## config.mk

```make
export PLATFORM = sky130hd
export DESIGN_NAME = me_sad_search_flat
export DESIGN_NICKNAME = d
export VERILOG_FILES = /design/src/rtl/me_sad_search_if.sv /design/src/rtl/me_sad_search.sv /design/src/flat_wrapper.sv
export SDC_FILE = /design/constraint.sdc
export NUM_CORES = 1
export LEC_CHECK = 0
export CORE_ASPECT_RATIO = 1.4
export CORE_MARGIN = 5
export CORE_UTILIZATION = 39
export CTS_CLUSTER_SIZE = 28
export DETAILED_ROUTE_END_ITERATION = 16
export PLACE_DENSITY = 0.55
export SYNTH_ARGS = -nofsm -noshare
export SYNTH_HDL_FRONTEND = slang
export SYNTH_SLANG_ARGS = --single-unit
```

## constraint.sdc

```tcl
create_clock -name clk -period 3.5 [get_ports clk]
set_clock_uncertainty 0.2 [all_clocks]
set_input_delay 0.35 -clock clk [delete_from_list [all_inputs] [get_ports clk]]
set_output_delay 0.35 -clock clk [all_outputs]
set_load 0.03 [all_outputs]
```

## src/rtl/me_sad_search_if.sv

```systemverilog
// Control and memory-port bundle for me_sad_search: the master side is the estimator,
// the slave side is the environment that starts searches and serves the two memories.
interface me_sad_search_if #(
  parameter int PIX_W  = 8,
  parameter int BLK    = 16,
  parameter int RANGE  = 8,
  parameter int DIST_W = 8
);
  localparam int SW   = BLK + 2 * RANGE;
  localparam int MV_W = $clog2(2 * RANGE);
  localparam int RA_W = $clog2(BLK * BLK);
  localparam int SA_W = $clog2(SW * SW);

  logic              start;
  logic              busy;
  logic              completed;
  logic [DIST_W-1:0] BestDist;
  logic [MV_W-1:0]   motionX;
  logic [MV_W-1:0]   motionY;
  logic [RA_W-1:0]   AddressR;
  logic [PIX_W-1:0]  R;
  logic [SA_W-1:0]   AddressS;
  logic [PIX_W-1:0]  S;

  modport master (
    input  start, R, S,
    output busy, completed, BestDist, motionX, motionY, AddressR, AddressS
  );

  modport slave (
    output start, R, S,
    input  busy, completed, BestDist, motionX, motionY, AddressR, AddressS
  );
endinterface

```

## src/rtl/me_sad_search.sv

```systemverilog
// Full-search block-matching motion estimator: one reference/search pixel pair per cycle,
// SAD per candidate, best vector kept. Optional early termination via `define ME_EARLY_TERM_EN.
module me_sad_search #(
  parameter int PIX_W  = 8,
  parameter int BLK    = 16,
  parameter int RANGE  = 8,
  parameter int DIST_W = 8
) (
  input logic            clk,
  input logic            rst_n,
  me_sad_search_if.master bus
);
  localparam int SW    = BLK + 2 * RANGE;
  localparam int MV_W  = $clog2(2 * RANGE);
  localparam int RA_W  = $clog2(BLK * BLK);
  localparam int SA_W  = $clog2(SW * SW);
  localparam int BW    = $clog2(BLK);
  localparam int ACC_W = PIX_W + 2 * BW;
  localparam int EXT_W = (ACC_W > DIST_W) ? ACC_W : DIST_W;

  typedef enum logic [2:0] {S_IDLE, S_RUN, S_DRAIN, S_CMP, S_DONE} state_e;

  state_e            state_q;
  logic [BW-1:0]     i_q, j_q, i_d, j_d;
  logic [MV_W-1:0]   mx_q, my_q, mx_d, my_d;
  logic [RA_W-1:0]   addr_r_q, addr_r_d;
  logic [SA_W-1:0]   addr_s_q, addr_s_d;
  logic              rd_vld_q, rd_last_q;
  logic [MV_W-1:0]   rd_mx_q, rd_my_q;
  logic [ACC_W-1:0]  acc_q, acc_sum;
  logic              sad_vld_q;
  logic [ACC_W-1:0]  sad_q;
  logic [MV_W-1:0]   sad_mx_q, sad_my_q;
  logic              best_vld_q, best_upd;
  logic [ACC_W-1:0]  best_q, best_d;
  logic [MV_W-1:0]   best_mx_q, best_my_q, best_mx_d, best_my_d;
  logic              busy_q, done_q;
  logic [DIST_W-1:0] dist_q, dist_d;
  logic [MV_W-1:0]   mvx_q, mvy_q;
  logic [PIX_W-1:0]  pix_diff;
  logic [EXT_W-1:0]  best_ext;
  logic              pix_last, cand_last, et_hit;

`ifdef ME_EARLY_TERM_EN
  // Tag of the candidate whose partial sum sits in acc_q; a skip is only legal while
  // that same candidate is still being addressed.
  logic              acc_act_q;
  logic [MV_W-1:0]   acc_mx_q, acc_my_q;
  assign et_hit = (state_q == S_RUN) && best_vld_q && acc_act_q &&
                  (acc_mx_q == mx_q) && (acc_my_q == my_q) && (acc_q >= best_q);
`else
  assign et_hit = 1'b0;
`endif

  // BLK and 2*RANGE are powers of two, so "last index" is simply all ones.
  assign pix_last  = (&i_q) && (&j_q);
  assign cand_last = (&mx_q) && (&my_q);

  // NOTE: every always_comb output gets a default first, so no path can infer a latch.
  always_comb begin
    j_d  = j_q + 1'b1;
    i_d  = i_q;
    mx_d = mx_q;
    my_d = my_q;
    if (pix_last || et_hit) begin
      j_d  = '0;
      i_d  = '0;
      mx_d = mx_q + 1'b1;
      if (&mx_q) my_d = my_q + 1'b1;
    end else if (&j_q) begin
      i_d = i_q + 1'b1;
    end
    addr_r_d = {i_d, j_d};
    addr_s_d = (SA_W'(my_d) + SA_W'(i_d)) * SA_W'(SW) + SA_W'(mx_d) + SA_W'(j_d);
  end

  always_comb begin
    pix_diff  = (bus.R > bus.S) ? (bus.R - bus.S) : (bus.S - bus.R);
    acc_sum   = acc_q + ACC_W'(pix_diff);
    best_upd  = sad_vld_q && (!best_vld_q || (sad_q < best_q));
    best_d    = best_upd ? sad_q    : best_q;
    best_mx_d = best_upd ? sad_mx_q : best_mx_q;
    best_my_d = best_upd ? sad_my_q : best_my_q;
    best_ext  = EXT_W'(best_d);
    dist_d    = (best_ext > EXT_W'({DIST_W{1'b1}})) ? {DIST_W{1'b1}} : DIST_W'(best_ext);
  end

  // NOTE: all state uses non-blocking assignments; later assignments in the block win.
  always_ff @(posedge clk or negedge rst_n) begin
    if (!rst_n) begin
      state_q    <= S_IDLE;
      i_q        <= '0;
      j_q        <= '0;
      mx_q       <= '0;
      my_q       <= '0;
      addr_r_q   <= '0;
      addr_s_q   <= '0;
      rd_vld_q   <= 1'b0;
      rd_last_q  <= 1'b0;
      rd_mx_q    <= '0;
      rd_my_q    <= '0;
      acc_q      <= '0;
      sad_vld_q  <= 1'b0;
      sad_q      <= '0;
      sad_mx_q   <= '0;
      sad_my_q   <= '0;
      best_vld_q <= 1'b0;
      best_q     <= '0;
      best_mx_q  <= '0;
      best_my_q  <= '0;
      busy_q     <= 1'b0;
      done_q     <= 1'b0;
      dist_q     <= '0;
      mvx_q      <= '0;
      mvy_q      <= '0;
`ifdef ME_EARLY_TERM_EN
      acc_act_q  <= 1'b0;
      acc_mx_q   <= '0;
      acc_my_q   <= '0;
`endif
    end else begin
      // Accumulate stage: data for the address issued last cycle is on R/S now.
      sad_vld_q <= 1'b0;
      rd_vld_q  <= 1'b0;
      if (rd_vld_q && !et_hit) begin
        if (rd_last_q) begin
          sad_q     <= acc_sum;
          sad_mx_q  <= rd_mx_q;
          sad_my_q  <= rd_my_q;
          sad_vld_q <= 1'b1;
          acc_q     <= '0;
        end else begin
          acc_q     <= acc_sum;
        end
      end
`ifdef ME_EARLY_TERM_EN
      if (rd_vld_q) begin
        acc_act_q <= !rd_last_q && !et_hit;
        acc_mx_q  <= rd_mx_q;
        acc_my_q  <= rd_my_q;
      end
`endif
      if (et_hit) acc_q <= '0;

      // Compare stage: one cycle behind each candidate's last accumulate.
      best_vld_q <= best_vld_q | sad_vld_q;
      best_q     <= best_d;
      best_mx_q  <= best_mx_d;
      best_my_q  <= best_my_d;

      case (state_q)
        S_IDLE, S_DONE: begin
          if (bus.start) begin
            state_q    <= S_RUN;
            i_q        <= '0;
            j_q        <= '0;
            mx_q       <= '0;
            my_q       <= '0;
            addr_r_q   <= '0;
            addr_s_q   <= '0;
            acc_q      <= '0;
            best_vld_q <= 1'b0;
            busy_q     <= 1'b1;
            done_q     <= 1'b0;
          end
        end
        S_RUN: begin
          if (!et_hit) begin
            rd_vld_q  <= 1'b1;
            rd_last_q <= pix_last;
            rd_mx_q   <= mx_q;
            rd_my_q   <= my_q;
          end
          if ((pix_last || et_hit) && cand_last) begin
            state_q <= S_DRAIN;
          end else begin
            i_q      <= i_d;
            j_q      <= j_d;
            mx_q     <= mx_d;
            my_q     <= my_d;
            addr_r_q <= addr_r_d;
            addr_s_q <= addr_s_d;
          end
        end
        S_DRAIN: state_q <= S_CMP;
        S_CMP: begin
          state_q <= S_DONE;
          busy_q  <= 1'b0;
          done_q  <= 1'b1;
          dist_q  <= dist_d;
          mvx_q   <= best_mx_d - MV_W'(RANGE);
          mvy_q   <= best_my_d - MV_W'(RANGE);
        end
        default: state_q <= S_IDLE;
      endcase
    end
  end

  assign bus.busy      = busy_q;
  assign bus.completed = done_q;
  assign bus.BestDist  = dist_q;
  assign bus.motionX   = mvx_q;
  assign bus.motionY   = mvy_q;
  assign bus.AddressR  = addr_r_q;
  assign bus.AddressS  = addr_s_q;
endmodule

```

## src/flat_wrapper.sv

```systemverilog
// flat-port wrapper written by rule: the top's interface ports become plain ports
module me_sad_search_flat 
#(
  parameter int PIX_W  = 8,
  parameter int BLK    = 16,
  parameter int RANGE  = 8,
  parameter int DIST_W = 8
)
  (clk, rst_n, bus_start, bus_R, bus_S, bus_busy, bus_completed, bus_BestDist, bus_motionX, bus_motionY, bus_AddressR, bus_AddressS);
  me_sad_search_if #(.PIX_W(PIX_W), .BLK(BLK), .RANGE(RANGE), .DIST_W(DIST_W)) bus_i ();
  input logic clk;
  input logic rst_n;
  input wire logic [$bits(bus_i.start)-1:0] bus_start;
  input wire logic [$bits(bus_i.R)-1:0] bus_R;
  input wire logic [$bits(bus_i.S)-1:0] bus_S;
  output wire logic [$bits(bus_i.busy)-1:0] bus_busy;
  output wire logic [$bits(bus_i.completed)-1:0] bus_completed;
  output wire logic [$bits(bus_i.BestDist)-1:0] bus_BestDist;
  output wire logic [$bits(bus_i.motionX)-1:0] bus_motionX;
  output wire logic [$bits(bus_i.motionY)-1:0] bus_motionY;
  output wire logic [$bits(bus_i.AddressR)-1:0] bus_AddressR;
  output wire logic [$bits(bus_i.AddressS)-1:0] bus_AddressS;
  assign bus_i.start = bus_start;
  assign bus_i.R = bus_R;
  assign bus_i.S = bus_S;
  assign bus_busy = bus_i.busy;
  assign bus_completed = bus_i.completed;
  assign bus_BestDist = bus_i.BestDist;
  assign bus_motionX = bus_i.motionX;
  assign bus_motionY = bus_i.motionY;
  assign bus_AddressR = bus_i.AddressR;
  assign bus_AddressS = bus_i.AddressS;
  me_sad_search #(.PIX_W(PIX_W), .BLK(BLK), .RANGE(RANGE), .DIST_W(DIST_W)) u_core (.clk(clk), .rst_n(rst_n), .bus(bus_i));
endmodule
```

---- After elaboration in Yosys (flattened, before gate mapping) ----
Cells that the tools add are included.
storage, ports and cells
  register bits after elaboration ......... 131
  output and inout port bits .............. 36
  logic and storage cells ................. 108
operators by class
  add/sub/neg operators ................... 12
  $lt $le $gt $ge ......................... 3
  equality and inequality tests ........... 7
  muxes and demuxes ....................... 42
  bitwise logic cells ..................... 1
  reduce and logical (&&, ||, !) cells .... 18
operator list
  cell                                                             number
  2-to-1 mux 16 bit                                                5
  2-to-1 mux 4 bit                                                 13
  2-to-1 mux 8 bit                                                 4
  case mux 4 bit (2 select lines)                                  4
  adder 10 x 4 -> 10 bit                                           2
  2-to-1 mux 10 bit                                                2
  case mux 10 bit (2 select lines)                                 1
  adder 16 x 8 -> 16 bit                                           1
  adder 4 x 1 -> 4 bit (second input constant)                     4
  greater-than comparator 16 x 8 -> 1 bit (second input constant)  1
  less-than comparator 16 bit                                      1
  case mux 8 bit (2 select lines)                                  1
  AND reduction 4 bit                                              4
  subtractor 8 bit                                                 2
  case mux 3 bit (4 select lines)                                  1
  greater-than comparator 8 bit                                    1
  subtractor 4 bit (second input constant)                         2
  2-to-1 mux 1 bit                                                 7
  == test 3 x 2 -> 1 bit (second input constant)                   2
  2-to-1 mux 3 bit                                                 2
  AND reduction 2 bit                                              3
  adder 4 x 4 -> 5 bit                                             1
  logical AND 1 bit                                                4
  != test 2 bit (second input constant)                            2
  other kinds (11)                                                 13

---- Longest topological paths before layout ----
  depth in word-level cells ............... 8
  mapped depth ............................ 19
  gate-level depth less buffers ........... 18

---- Worst setup path after synthesis ----
OpenSTA, ideal clock, no wires.
  kind .................................... input -> register
  start ................................... in bus_R[0]
  end ..................................... reg u_core.acc_q[10]
  arrival ................................. 3.693 ns
  required time ........................... 3.168 ns
  setup slack ............................. -0.524 ns
  stages .................................. 18
  buffers on the path ..................... 1
  cell sequence ........................... inv_1 ha_1 inv_1 fa_1 nand3_1 a21oi_1 o22ai_1 buf_6 mux2_4 o31a_1 mux2i_1 a2111oi_2 ha_1 nor3_1 a2111oi_1 o21ai_0 a22oi_1 nor2_1
between the ends
  word-level cells in the longest chain between the ends .. 7
ends and longest elaborated chain
  what                                                                      line                  source
  start: declaration                                                        flat_wrapper.sv:14    input wire logic [$bits(bus_i.R)-1:0] bus_R;
  subtractor 8 bit / greater-than comparator 8 bit (equally long branches)  me_sad_search.sv:78   pix_diff = (bus.R > bus.S) ? (bus.R - bus.S) : (bus.S - bus.R);
  2-to-1 mux 8 bit (*)                                                      me_sad_search.sv:78
  adder 16 x 8 -> 16 bit (*)                                                me_sad_search.sv:79   acc_sum = acc_q + ACC_W'(pix_diff);
  2-to-1 mux 16 bit (*)                                                     me_sad_search.sv:126  if (rd_last_q) begin
  2-to-1 mux 16 bit (*)                                                     me_sad_search.sv:125  if (rd_vld_q && !et_hit) begin
  2-to-1 mux 16 bit                                                         me_sad_search.sv:153  if (bus.start) begin
  2-to-1 mux 16 bit (*)                                                     me_sad_search.sv:151  case (state_q)
  end signal: assignment                                                    me_sad_search.sv:133  acc_q <= acc_sum;
  end: declaration                                                          me_sad_search.sv:30   logic [ACC_W-1:0] acc_q, acc_sum;
Mark *: on every way between the ends. The rest lies on a longest branch, timed or not.
A chain may end at the register's enable or synchronous reset.

---- Worst setup path after layout ----
  start ................................... in bus_R[3]
  end ..................................... reg u_core.acc_q[14]
The elaborated chain is that of the path after synthesis.

==> results.ini <==
[outcome]
outcome=finished with violations
violations=negative setup slack

[final_layout]
final_cell_area_um2=9126
drive_above_1_share_pct=24.08
layout.nets=902
ff_latch_area_um2=3078
num_antenna_cells=0
multi_input_area_um2=3867
nFillCells=1569
area_growth_pct=32.64
fin_cells=1075

[synth]
synth_area_per_cell_um2=9.704
seq_area_frac_synth_pct=44.74
yosys-top-cells-area=dfrtp_1, ha_1, nand2_1
synth_top_area_share_pct=44.74
synthXorXnorAreaFrac_pct=3.437
yosys-top-cells-count=dfrtp_1, nand2_1, nor2_1
synth_simple_gate_area_share_pct=15.66
synth-seq-cells=123
synth.distinct_cells=58
synth-adder-area-share_pct=10.91
synth-main-ff-cell=dfrtp_1
synth_top_cell_by_area=dfrtp_1
synth.most_common_cell=dfrtp_1
synthArstFlopShare_pct=100.0
synthesis.nets=785
synth_top_family_by_area=simple AND/OR/NAND/NOR gates
yosysWarnings=0
synth_edf_count=0
synth_compound_area_share_pct=13.31
synth.area.mux_share_pct=7.401
syn_area_um2=6880
syn-instance-count=709

[timing]
layout_setup_ws_ns=-0.1645
setup_viol=14
slew_headroom_pct=48.94
finalCritPeriodShare_pct=104.7
finalSetupTns_ns=-1.066
fmax_mhz=272.9
worst_pin_slew_ns=0.7659
drv_slew=0
post-route-min-period_ns=3.664
finalHoldViolations=0
rsz0062_at_grt=yes

[placed_design]
dp_cells=1025
gp_congestion=0.8271
placed_area_um2=8153
port-buffer-count=54
post-dp-hpwl_um=11330

[global_routing]
overflow=0
grt_pass1_wl_um=26310
grt_pass1_vias=5530
grt_max_degree=56
antenna_found_initial=0
track_usage_pct=15.86

[setup_path]
r2r_start=u_core.bus.AddressR[0]
rrSetupSlack_ns=0.30
critical_path_class=in2reg
reg2reg_depth=12
path_cells=dlygate4sd2_1 > ha_4 > a21oi_2 > a21oi_2 > o22ai_1 > buf_4 > mux2_4 > o31a_1 > a41o_1 > a311oi_2 > ha_4 > nor3_4 > a21oi_4 > nand3_2 > or3_1 > a21oi_2
slowest_delay_ns=0.40
reg2reg_to=u_core.bus.AddressS[4]
critical_path_required_ns=3.63
critPathLaunchType=input pin
end_kind=register
path_max_fanout=5
worstPathArrival_ns=3.80
crit_buf_inv=2
cp_slowest_cell=or3_1
cpMostUsedCell=a21oi_2
critPathTopFamily=compound AO/OA/AOI/OAI gates

[clock_network]
clockBufferDepth=2
cts_tree=yes
root_buffer=clkbuf_16
htree_levels=4
clk_pin_slew_ns=0.06
clock-sinks=123
worst_skew_pair.late_latency_ns=0.41
cts_made_buffers=17

[power_and_ir_drop]
p_per_area_nw_per_um2=653.5
ir_drop_v=0.0003220
p_leak_nw=4.297

[worst_hold_path]
worstHoldEndpoint=u_core.sad_my_q[3]
whs_path_depth=2
hp-start=u_core.rd_my_q[3]
hold_path.class=reg2reg

[detailed_routing]
firstDrtPassIters=4
wire_per_inst_um=14.59
via_per_inst=5.097
drc=0
drt_iter0_drc=230
postRouteAntennaNets=0
totalWireLength_um=15680
route.vias.total=5479

[floorplan]
die_x_um=122.3
die_h_um=167.2
ios=55
core_area_um2=17330
fp-row-count=57
die_area_um2=20440
initial_core_util_pct=39.70

[job]
maxCapViolations=0

-- kinds of logic (layout without fill, tap and decap cells) --
group                    count (synthesis)  in the layout
adder cells (fa/ha/maj)                 57             57
XOR/XNOR                                27             27
AND/OR/NAND/NOR                        243            243
AO/OA/AOI/OAI                          137            138
multiplexers                            45             45
buffers and inverters                   77            206
flip-flops                             123            123
-- registers in the layout (all words and copies together), names as in the netlist, 8 cells and up --
name and cells:
u_core.bus.AddressR 8, u_core.sad_q 16, u_core.bus.AddressS 10, u_core.acc_q 16, u_core.bus.BestDist 8, u_core.best_q 16
-- placed cells by master, fill, tap and decap left out, types with 5 or more instances in the layout --
master and count:
a211oi_1 10, nand4_1 10, dlygate4sd2_1 6, nor2_1 54
buf_4 63, dfrtp_1 123, clkbuf_16 17, ha_4 8
mux2_2 29, nor3_1 13, a22o_1 7, xor2_1 11
mux2_4 6, a31oi_1 5, or3_1 7, nand3_1 9
inv_2 8, mux2i_1 8, clkbuf_2 5, buf_6 7
a22oi_1 7, inv_1 39, xnor2_1 13, o21ai_0 19
nand2_1 117, a21oi_1 21, ha_1 43, clkdlybuf4s50_1 37
o21ai_1 12, nand2b_1 5, a211oi_2 5, a21o_1 14
o31ai_1 10
-- per-layer routing --
metal	track usage, %	wire, µm	share of wire [%]
met1	19.39	6815	43
met2	27.02	8081	52
met3	3.644	446	2.8
met4	5.945	340	2.2
met5	0	0	0
-- tightest hold or removal path, stage by stage (launching register included) --
cell and delay (ns):
dfrtp_1 0.34, nand2_1 0.05, nand2_1 0.05
-- what timing repair did --
item,in CTS,in global routing
gates cloned,1,0
pin swaps,32,37
gates resized for setup,63,37
endpoints found under the hold margin,51,0
buffers inserted,10,7
hold buffers,1,0
endpoints found under the setup margin,24,22
-- through the flow --
step | worst slack (ns) | power [W] | hold slack, ns | utilization (%)
2_1_floorplan | -0.3294 | 0.003144 | -0.1456 | -
3_3_place_gp | -1.127 | 0.003866 | 0.2582 | 47.04
3_5_place_dp | -1.143 | 0.003908 | 0.2555 | 47.04
4_1_cts | -0.1660 | 0.005881 | 0.2742 | 52.00
5_1_grt | -0.2581 | 0.006321 | 0.2963 | 52.66
6_report | -0.1645 | 0.005964 | 0.2701 | 52.66
-- report_power, final --
| group | leakage (nW) | switching, W | total (W) | internal, W |
|---|---|---|---|---|
| clock network | 0.293 | 0.000647 | 0.00176 | 0.00111 |
| logic | 2.41 | 0.00138 | 0.00243 | 0.00105 |
| registers | 1.59 | 0.000174 | 0.00178 | 0.00160 |
-- worst max path at each step --
stage / start / to / slack, ns / cells past startpoint
floorplan: bus_R[0] / u_core.acc_q[10] / -0.33 / 18
global placement: bus_R[0] / u_core.acc_q[10] / -1.13 / 19
detailed placement: bus_R[0] / u_core.acc_q[10] / -1.14 / 19
CTS: bus_R[0] / u_core.acc_q[14] / -0.17 / 21
global route: bus_R[0] / u_core.acc_q[14] / -0.26 / 20
finish: bus_R[3] / u_core.acc_q[14] / -0.16 / 16
-- final cells by class --
cell class	count	area share [%]
multi-input cells	510	42.38
flip-flops and latches	123	33.73
repair buffers	125	11.89
clock buffers	20	5.114
well taps	236	3.236
inverters	49	2.152
clock inverters	12	1.508
(Power assumes the default switching activity.)
